<file path="src/rtl/uart_loader.sv">
// rtl/uart_loader.sv - boot-time program loader: UART bytes -> 32-bit memory words
//
// Purpose:
//   Collects bytes from the UART byte receiver and writes them into
//   instruction/data memory. The stream is a 4-byte big-endian word count
//   followed by that many 32-bit big-endian words. Completion or failure is
//   reported to the boot/reset logic through sticky done/err flags.
//
// Configuration:
//   UART_LOADER_CHECKSUM_EN - when defined, one trailing checksum byte is
//   expected after the last word (or after a zero-count header). It must
//   equal the XOR of every header and data byte of the load; a mismatch
//   ends the load in the error state.
//
// Ports:
//   CLK        in   system clock, all logic on posedge
//   RST_N      in   synchronous reset, active-low
//   start      in   arms the loader when seen high in IDLE, DONE or ERR
//   rx_data    in   [7:0] received byte, qualified by rx_valid
//   rx_valid   in   1-cycle strobe per received byte
//   mem_we     out  1-cycle memory write enable
//   mem_addr   out  [ADDR_WIDTH-1:0] word write address
//   mem_wdata  out  [31:0] word write data
//   busy       out  high from accepted start until DONE/ERR
//   done       out  sticky, load completed successfully
//   err        out  sticky, load aborted

module uart_loader #(
  parameter int ADDR_WIDTH = 14,
  parameter int BASE_ADDR  = 0,
  parameter int MAX_WORDS  = 16384
) (
  input  logic                  CLK,
  input  logic                  RST_N,
  input  logic                  start,
  input  logic [7:0]            rx_data,
  input  logic                  rx_valid,
  output logic                  mem_we,
  output logic [ADDR_WIDTH-1:0] mem_addr,
  output logic [31:0]           mem_wdata,
  output logic                  busy,
  output logic                  done,
  output logic                  err
);

  typedef enum logic [2:0] {
    S_IDLE,
    S_HEADER,
    S_DATA,
    S_FINISH,
    S_DONE,
    S_ERR
  } state_t;

  localparam logic [ADDR_WIDTH-1:0] BASE    = ADDR_WIDTH'(BASE_ADDR);
  localparam logic [31:0]           MAX_CNT = 32'(MAX_WORDS);

  state_t      state;
  logic [1:0]  byte_idx;

  // Holds the header count while it is being received, then serves as the
  // remaining-word counter for the data phase.
  logic [31:0] count_q;

  // Only the first three bytes of a word need storing: the fourth byte goes
  // straight into mem_wdata together with these.
  logic [23:0] word_q;

`ifdef UART_LOADER_CHECKSUM_EN
  logic [7:0]  xor_q;
`endif

  logic [31:0] count_next;
  logic [31:0] word_next;

  assign count_next = {count_q[23:0], rx_data};
  assign word_next  = {word_q, rx_data};

  always_ff @(posedge CLK) begin
    if (!RST_N) begin
      state     <= S_IDLE;
      byte_idx  <= 2'd0;
      count_q   <= 32'd0;
      word_q    <= 24'd0;
      mem_we    <= 1'b0;
      mem_addr  <= BASE;
      mem_wdata <= 32'd0;
      busy      <= 1'b0;
      done      <= 1'b0;
      err       <= 1'b0;
`ifdef UART_LOADER_CHECKSUM_EN
      xor_q     <= 8'd0;
`endif
    end else begin
      mem_we <= 1'b0;

      // The write cycle itself advances the address and the remaining count,
      // independent of state, so a byte arriving in this cycle is free to
      // start the next word.
      if (mem_we) begin
        mem_addr <= mem_addr + ADDR_WIDTH'(1);
        count_q  <= count_q - 32'd1;
      end

      case (state)
        S_IDLE, S_DONE, S_ERR: begin
          // A byte coinciding with start is deliberately dropped here.
          if (start) begin
            state    <= S_HEADER;
            busy     <= 1'b1;
            done     <= 1'b0;
            err      <= 1'b0;
            byte_idx <= 2'd0;
            count_q  <= 32'd0;
            word_q   <= 24'd0;
            mem_addr <= BASE;
`ifdef UART_LOADER_CHECKSUM_EN
            xor_q    <= 8'd0;
`endif
          end
        end

        S_HEADER: begin
          if (rx_valid) begin
            count_q  <= count_next;
            byte_idx <= byte_idx + 2'd1;
`ifdef UART_LOADER_CHECKSUM_EN
            xor_q    <= xor_q ^ rx_data;
`endif
            if (byte_idx == 2'd3) begin
              if (count_next == 32'd0) begin
                state <= S_FINISH;
              end else if (count_next > MAX_CNT) begin
                state <= S_ERR;
                busy  <= 1'b0;
                err   <= 1'b1;
              end else begin
                state <= S_DATA;
              end
            end
          end
        end

        S_DATA: begin
          if (rx_valid) begin
            word_q   <= word_next[23:0];
            byte_idx <= byte_idx + 2'd1;
`ifdef UART_LOADER_CHECKSUM_EN
            xor_q    <= xor_q ^ rx_data;
`endif
            if (byte_idx == 2'd3) begin
              mem_we    <= 1'b1;
              mem_wdata <= word_next;
              // count_q still includes the word being completed; it is
              // decremented during the write cycle that follows.
              if (count_q == 32'd1) begin
                state <= S_FINISH;
              end
            end
          end
        end

        S_FINISH: begin
`ifdef UART_LOADER_CHECKSUM_EN
          // The checksum byte may arrive during the final write cycle.
          if (rx_valid) begin
            busy <= 1'b0;
            if (rx_data == xor_q) begin
              state <= S_DONE;
              done  <= 1'b1;
            end else begin
              state <= S_ERR;
              err   <= 1'b1;
            end
          end
`else
          state <= S_DONE;
          busy  <= 1'b0;
          done  <= 1'b1;
`endif
        end

        default: begin
          state <= S_IDLE;
          busy  <= 1'b0;
        end
      endcase
    end
  end

endmodule

</file>
<file path="config.mk">
export PLATFORM = sky130hd
export DESIGN_NAME = uart_loader
export DESIGN_NICKNAME = d
export VERILOG_FILES = /design/src/rtl/uart_loader.sv
export SDC_FILE = /design/constraint.sdc
export NUM_CORES = 1
export LEC_CHECK = 0
export CAP_MARGIN = 20
export CORE_MARGIN = 5
export CORE_UTILIZATION = 55
export DETAILED_ROUTE_END_ITERATION = 8
export HOLD_SLACK_MARGIN = 0.1
export PLACE_DENSITY = 0.79
export SKIP_LAST_GASP = 1
export SYNTH_ARGS = -nofsm -noshare
export SYNTH_HDL_FRONTEND = slang
export SYNTH_SLANG_ARGS = --single-unit
</file>
<file path="constraint.sdc">
create_clock -name CLK -period 2.35 [get_ports CLK]
set_clock_uncertainty 0.15 [all_clocks]
set_input_delay 0.47 -clock CLK [delete_from_list [all_inputs] [get_ports CLK]]
set_output_delay 0.47 -clock CLK [all_outputs]
set_load 0.01 [all_outputs]
</file>
# ---- Yosys cells after proc, flatten, opt, wreduce, memory -nomap -nowiden
# Cells that the tools add are included.
dict set report classes {
  addsub 3
  n_lt_le_gt_ge 1
  n_eq_ne 16
  mux 36
  bitwise_logic 1
  n_reduce_logical 16
}
# cell count
set op_table {}
lappend op_table {{2-to-1 mux 32 bit} 3}
lappend op_table {{one-hot mux 32 bit (2 select lines)} 1}
lappend op_table {{2-to-1 mux 24 bit} 2}
lappend op_table {{one-hot mux 24 bit (2 select lines)} 1}
lappend op_table {{2-to-1 mux 14 bit} 3}
lappend op_table {{equality test 32 x 1 -> 1 bit (second input constant)} 1}
lappend op_table {{greater-than comparator 32 x 15 -> 1 bit (second input constant)} 1}
lappend op_table {{zero test 32 bit} 1}
lappend op_table {{subtractor 32 x 1 -> 32 bit (second input constant)} 1}
lappend op_table {{2-to-1 mux 3 bit} 8}
lappend op_table {{AND reduction 6 bit} 3}
lappend op_table {{!= test 2 bit (second input constant)} 8}
lappend op_table {{adder 14 x 1 -> 14 bit (second input constant)} 1}
lappend op_table {{one-hot mux 3 bit (4 select lines)} 1}
lappend op_table {{AND reduction 3 bit} 4}
lappend op_table {{2-to-1 mux 1 bit} 11}
lappend op_table {{nonzero test 2 bit} 4}
lappend op_table {{equality test 3 x 2 -> 1 bit (second input constant)} 2}
lappend op_table {{equality test 3 bit (second input constant)} 2}
lappend op_table {{2-to-1 mux 2 bit} 2}
lappend op_table {{one-hot mux 1 bit (2 select lines)} 2}
lappend op_table {{one-hot mux 2 bit (2 select lines)} 1}
lappend op_table {{equality test 3 x 1 -> 1 bit (second input constant)} 1}
lappend op_table {{zero test 3 bit} 1}
lappend op_table {{other kinds (8)} 8}
dict set report totals {
  reg_bits 111
  in_bits 12
  out_inout_bits 50
  elab_cells 83
}

# ---- Longest topological paths before layout
dict set report depth {
  word_depth 6
  ltp_mapped 7
  depth_no_buf 7
}

# ---- Least setup slack after synthesis
# OpenSTA, ideal clock, no wires.
dict set report synth_timing {
  path_type {flip-flop to flip-flop}
  from {reg count_q[2]}
  to {reg state[1]}
  setup_time_ps 87
  arrival_time_ps 1670
  required_time_ps 2113
  setup_slack_ps 443
  stages_incl_launch_ff 7
  path_buffers 1
  period_less_slack_ps 1907
  path_cell_list {dfxtp_1 > buf_6 > nor4_4 > and4_1 > nor2_1 > o31a_1 > nor4b_2}
}
dict set report synth_between {
  elab_chain_cells 6
  word_cells_on_any_way 10
  classes_between {order compare (1); eq/ne (2); mux (5); reduce/logical (2)}
}
# element line
set synth_rtl {}
lappend synth_rtl {{from (decl)} 63} ;# logic [31:0] count_q;
lappend synth_rtl {{from (signal assigned)} 102} ;# count_q <= count_q - 32'd1;
lappend synth_rtl {{from (signal assigned)} 125} ;# count_q <= count_next;
lappend synth_rtl {{greater-than comparator 32 x 15 -> 1 bit} 133} ;# end else if (count_next > MAX_CNT) begin
lappend synth_rtl {{2-to-1 mux 3 bit} 133}
lappend synth_rtl {{2-to-1 mux 3 bit} 131} ;# if (count_next == 32'd0) begin
lappend synth_rtl {{2-to-1 mux 3 bit} 130} ;# if (byte_idx == 2'd3) begin
lappend synth_rtl {{2-to-1 mux 3 bit} 124} ;# if (rx_valid) begin
lappend synth_rtl {{one-hot mux 3 bit (4 select lines)} 105} ;# case (state)
lappend synth_rtl {{to (signal assigned)} 109} ;# state <= S_HEADER;
lappend synth_rtl {{to (signal assigned)} 132} ;# state <= S_FINISH;
lappend synth_rtl {{to (signal assigned)} 134} ;# state <= S_ERR;
lappend synth_rtl {{to (decl)} 58} ;# state_t state;
# Several ways; a longest one is shown, not always the timed one. The select of a mux whose other input is x is not followed.
# A chain may end at the register's enable or synchronous reset.

# ---- Final worst setup path
dict set report layout_timing {
  from {reg mem_we}
  to {out mem_we}
}
# element line
set layout_lines {}
lappend layout_lines {{from (decl)} 38} ;# output logic mem_we,
lappend layout_lines {{from (signal assigned)} 85} ;# mem_we <= 1'b0;
lappend layout_lines {{from (signal assigned)} 95} ;# mem_we <= 1'b0;
lappend layout_lines {{from (signal assigned)} 152} ;# mem_we <= 1'b1;
# No word-level cell between the ends.

==> impl_metrics.csv <==
group,metric,value,unit
placed_design,place_area,5860,sq um
finish,final_cell_mix,"111 x dfxtp_1, 108 x nand2_1, 60 x clkdlybuf4s50_1",
finish,nets,658,
placed_design,dp_slack,-0.241,ns
yosys,ys_warn_count,0,
drt,dr.pass1.iters,5,
drt,post_drt_wl_per_cell,15.6,um
timing,slew_violations,0,
worst_setup_path,critical_path_class,"register to output port",
cts,cts_max_path_buffers,2,
finish,drive_gt1_share,10.7,%
outcome,status,"finished clean",
finish,final_cells,755,
global_route,grt_pass1_vias,4106,
pwr,ir_drop,0.347,mV
pwr,power.share.clock,32.8,%
cts,ctsResizeCount,0,
placed_design,gp_congestion,0.891,
yosys,yosysTopAreaCellShare,44.7,%
yosys,ys_ff_latch,111,
pwr,internal_power,2.47,mW
global_route,antenna_found_initial,0,
yosys,yosys.area.top_type,"dfxtp_1",
placed_design,dpl.hpwl,8490,um
worst_setup_path,critPathRequiredTime,1.73,ns
pwr,seqPwrFrac,57.3,%
cts,clk-insertion-delay-late,0.36,ns
yosys,netlist_top_cells_area,"dfxtp_1 45%, nand2_1 8.2%, a21boi_0 4.7%",
worst_setup_path,r2r_slack,0.19,ns
pwr,power_switching_share,26.7,%
drt,vias,4252,
timing,hold_viol,0,
timing,period_share,96.6,%
floorplan,die_x,105,um
yosys,ys_seq_area_share,44.7,%
floorplan,dieArea,11000,sq um
yosys,synth_fp_nets,586,
timing,fmax,0.441,GHz
pwr,total_power,3.36,mW
yosys,synth_edf_count,0,
cts,cts_max_level,3,
placed_design,dp.cells,738,
yosys,synthFlopType,"dfxtp_1",
finish,diodes,0,
finish,final_common_cell,"dfxtp_1",
cts,cts_root_buffer,"clkbuf_8",
floorplan,rows,34,
yosys,syn_inst,570,
drt,detail_route.vias_per_cell,5.63,
timing,slew-limit-headroom,49.6,%
min_path,min_path_type,"register to register",
drt,drtIter0Drc,260,
cts,clock_sinks,111,
floorplan,die_h,105,um
worst_setup_path,end_kind,"output port",
drt,antenna_left,0,
floorplan,coreArea,8760,sq um
pwr,combPwrFrac,9.9,%
worst_setup_path,critPathMaxFanout,9,
floorplan,io_pins,62,
yosys,synthDistinctLibCells,57,
yosys,avgSynthCellArea,8.73,sq um
cts,ctsHoldBuffers,0,
yosys,synthArstFlopShare,0,%
drt,post-route-drc-count,0,
global_route,grt_overflow_total,0,
floorplan,start_util,56.8,%
cts,cts_tree,"yes",
cts,post_cts_buffers,0,
run,maxCapViolations,0,
global_route,grt_max_degree,42,
worst_setup_path,start_kind,"register",
cts,path_clk_slew,0.10,ns
global_route,grt_pass1_wl,20000,um
drt,wl,11800,um
pwr,power_density,555,nW/um^2
pwr,p_sw,0.897,mW
finish,fill_cells,721,
finish,fin_area,6060,sq um
pwr,leakagePower,2.10,nW
placed_design,port_buffers,61,
timing,rsz0062_at_grt,"no",
timing,setup_violations,0,
worst_setup_path,arrival,1.65,ns
timing,setup_slack,0.0800,ns
timing,worst_pin_slew,0.756,ns
finish,area_growth_syn_to_layout,21.8,%
global_route,grt_use_total,21.4,%
cts,numCtsBuffers,9,
timing,fin_crit,2.27,ns
yosys,syn_area,4970,sq um
==> routing by layer <==
| metal | part of all wire, % | GRT usage, % |
|---|---|---|
| met1 | 46 | 28.9 |
| met2 | 48 | 35.6 |
| met3 | 4.9 | 3.51 |
| met4 | 1.1 | 5.94 |
| met5 | 0 | 0 |
==> kinds of logic (layout without fill, tap and decap cells) <==
group	count (synthesis)	after routing	synth area share, %
AOI/OAI and AO/OA	119	119	16.6
adders and majority gates	4	4	1.01
DFF	111	111	44.7
and+or+nand+nor	258	258	27.3
buffers and inverters	36	113	2.99
xor gates and xnor gates	41	41	7.22
muxes	1	1	0.201
==> power by group through the flow <==
stage / Clock (mW) / Sequential, mW / Combinational [mW]
floorplan: 0 / 1.96 / 0.197
global placement: 0 / 1.97 / 0.316
detailed placement: 0 / 1.97 / 0.322
CTS: 1.12 / 1.93 / 0.325
global route: 1.21 / 1.93 / 0.361
finish: 1.10 / 1.93 / 0.332
==> final cells by class <==
type / instances / area [sq um] / share of cell area (%)
repair buffers: 93 / 887 / 14.6
flip-flops and latches: 111 / 2220 / 36.7
well taps: 108 / 135 / 2.23
inverters: 4 / 15.0 / 0.248
clock buffers: 10 / 128 / 2.11
clock inverters: 6 / 60.1 / 0.992
multi-input cells: 423 / 2610 / 43.1
==> flip-flops by register name (all words and copies together), names as in the netlist <==
signal,count
done,1
mem_addr,14
byte_idx,2
busy,1
state,3
err,1
count_q,32
mem_wdata,32
word_q,24
mem_we,1
==> path summary, 6_finish.rpt <==
kind	start	endpoint	depth (start not counted)
worst min register to register	mem_wdata[14]$_SDFFE_PN0P_	mem_wdata[14]$_SDFFE_PN0P_	2
worst max register to register	mem_we$_SDFF_PN0_	count_q[9]$_SDFF_PN0_	5
worst min-delay path	mem_wdata[14]$_SDFFE_PN0P_	mem_wdata[14]$_SDFFE_PN0P_	2
worst max-delay path	mem_we$_SDFF_PN0_	mem_we	2
==> Yosys cell counts (2+ instances only) <==
library cell,instances
clkbuf_1,24
nand2_1,108
buf_2,5
a22oi_1,31
buf_1,2
nand2b_1,4
nand4_1,9
and4_1,2
nand3b_1,4
ha_1,4
nor3b_1,2
o21ai_1,7
a21boi_1,4
xor2_1,16
a21o_1,2
or3_1,3
nor2b_1,33
nor3_1,15
nor4_2,5
xnor2_1,25
nand3_1,8
nor4_4,3
nor2_1,40
a21oi_1,9
dfxtp_1,111
or3b_2,2
and3_1,2
a211oi_1,4
or2_2,3
inv_1,4
o21ai_0,18
nor4_1,5
o211ai_1,2
a21boi_0,31
==> stage by stage <==
| step | util (%) | hold WS [ns] | setup TNS, ns |
|---|---|---|---|
| floorplan | - | 0.281 | 0 |
| global placement | 66.8 | 0.298 | -5.24 |
| detailed placement | 66.8 | 0.305 | -7.63 |
| CTS | 69.0 | 0.320 | 0 |
| global route | 69.1 | 0.340 | 0 |
| finish | 69.1 | 0.315 | 0 |
==> critical path, cell delays in order (launching register included) <==
cell and delay (ns):
dfxtp_1 0.50, buf_4 0.24, clkdlybuf4s50_1 0.55
Power figures use the tool's default switching activity.
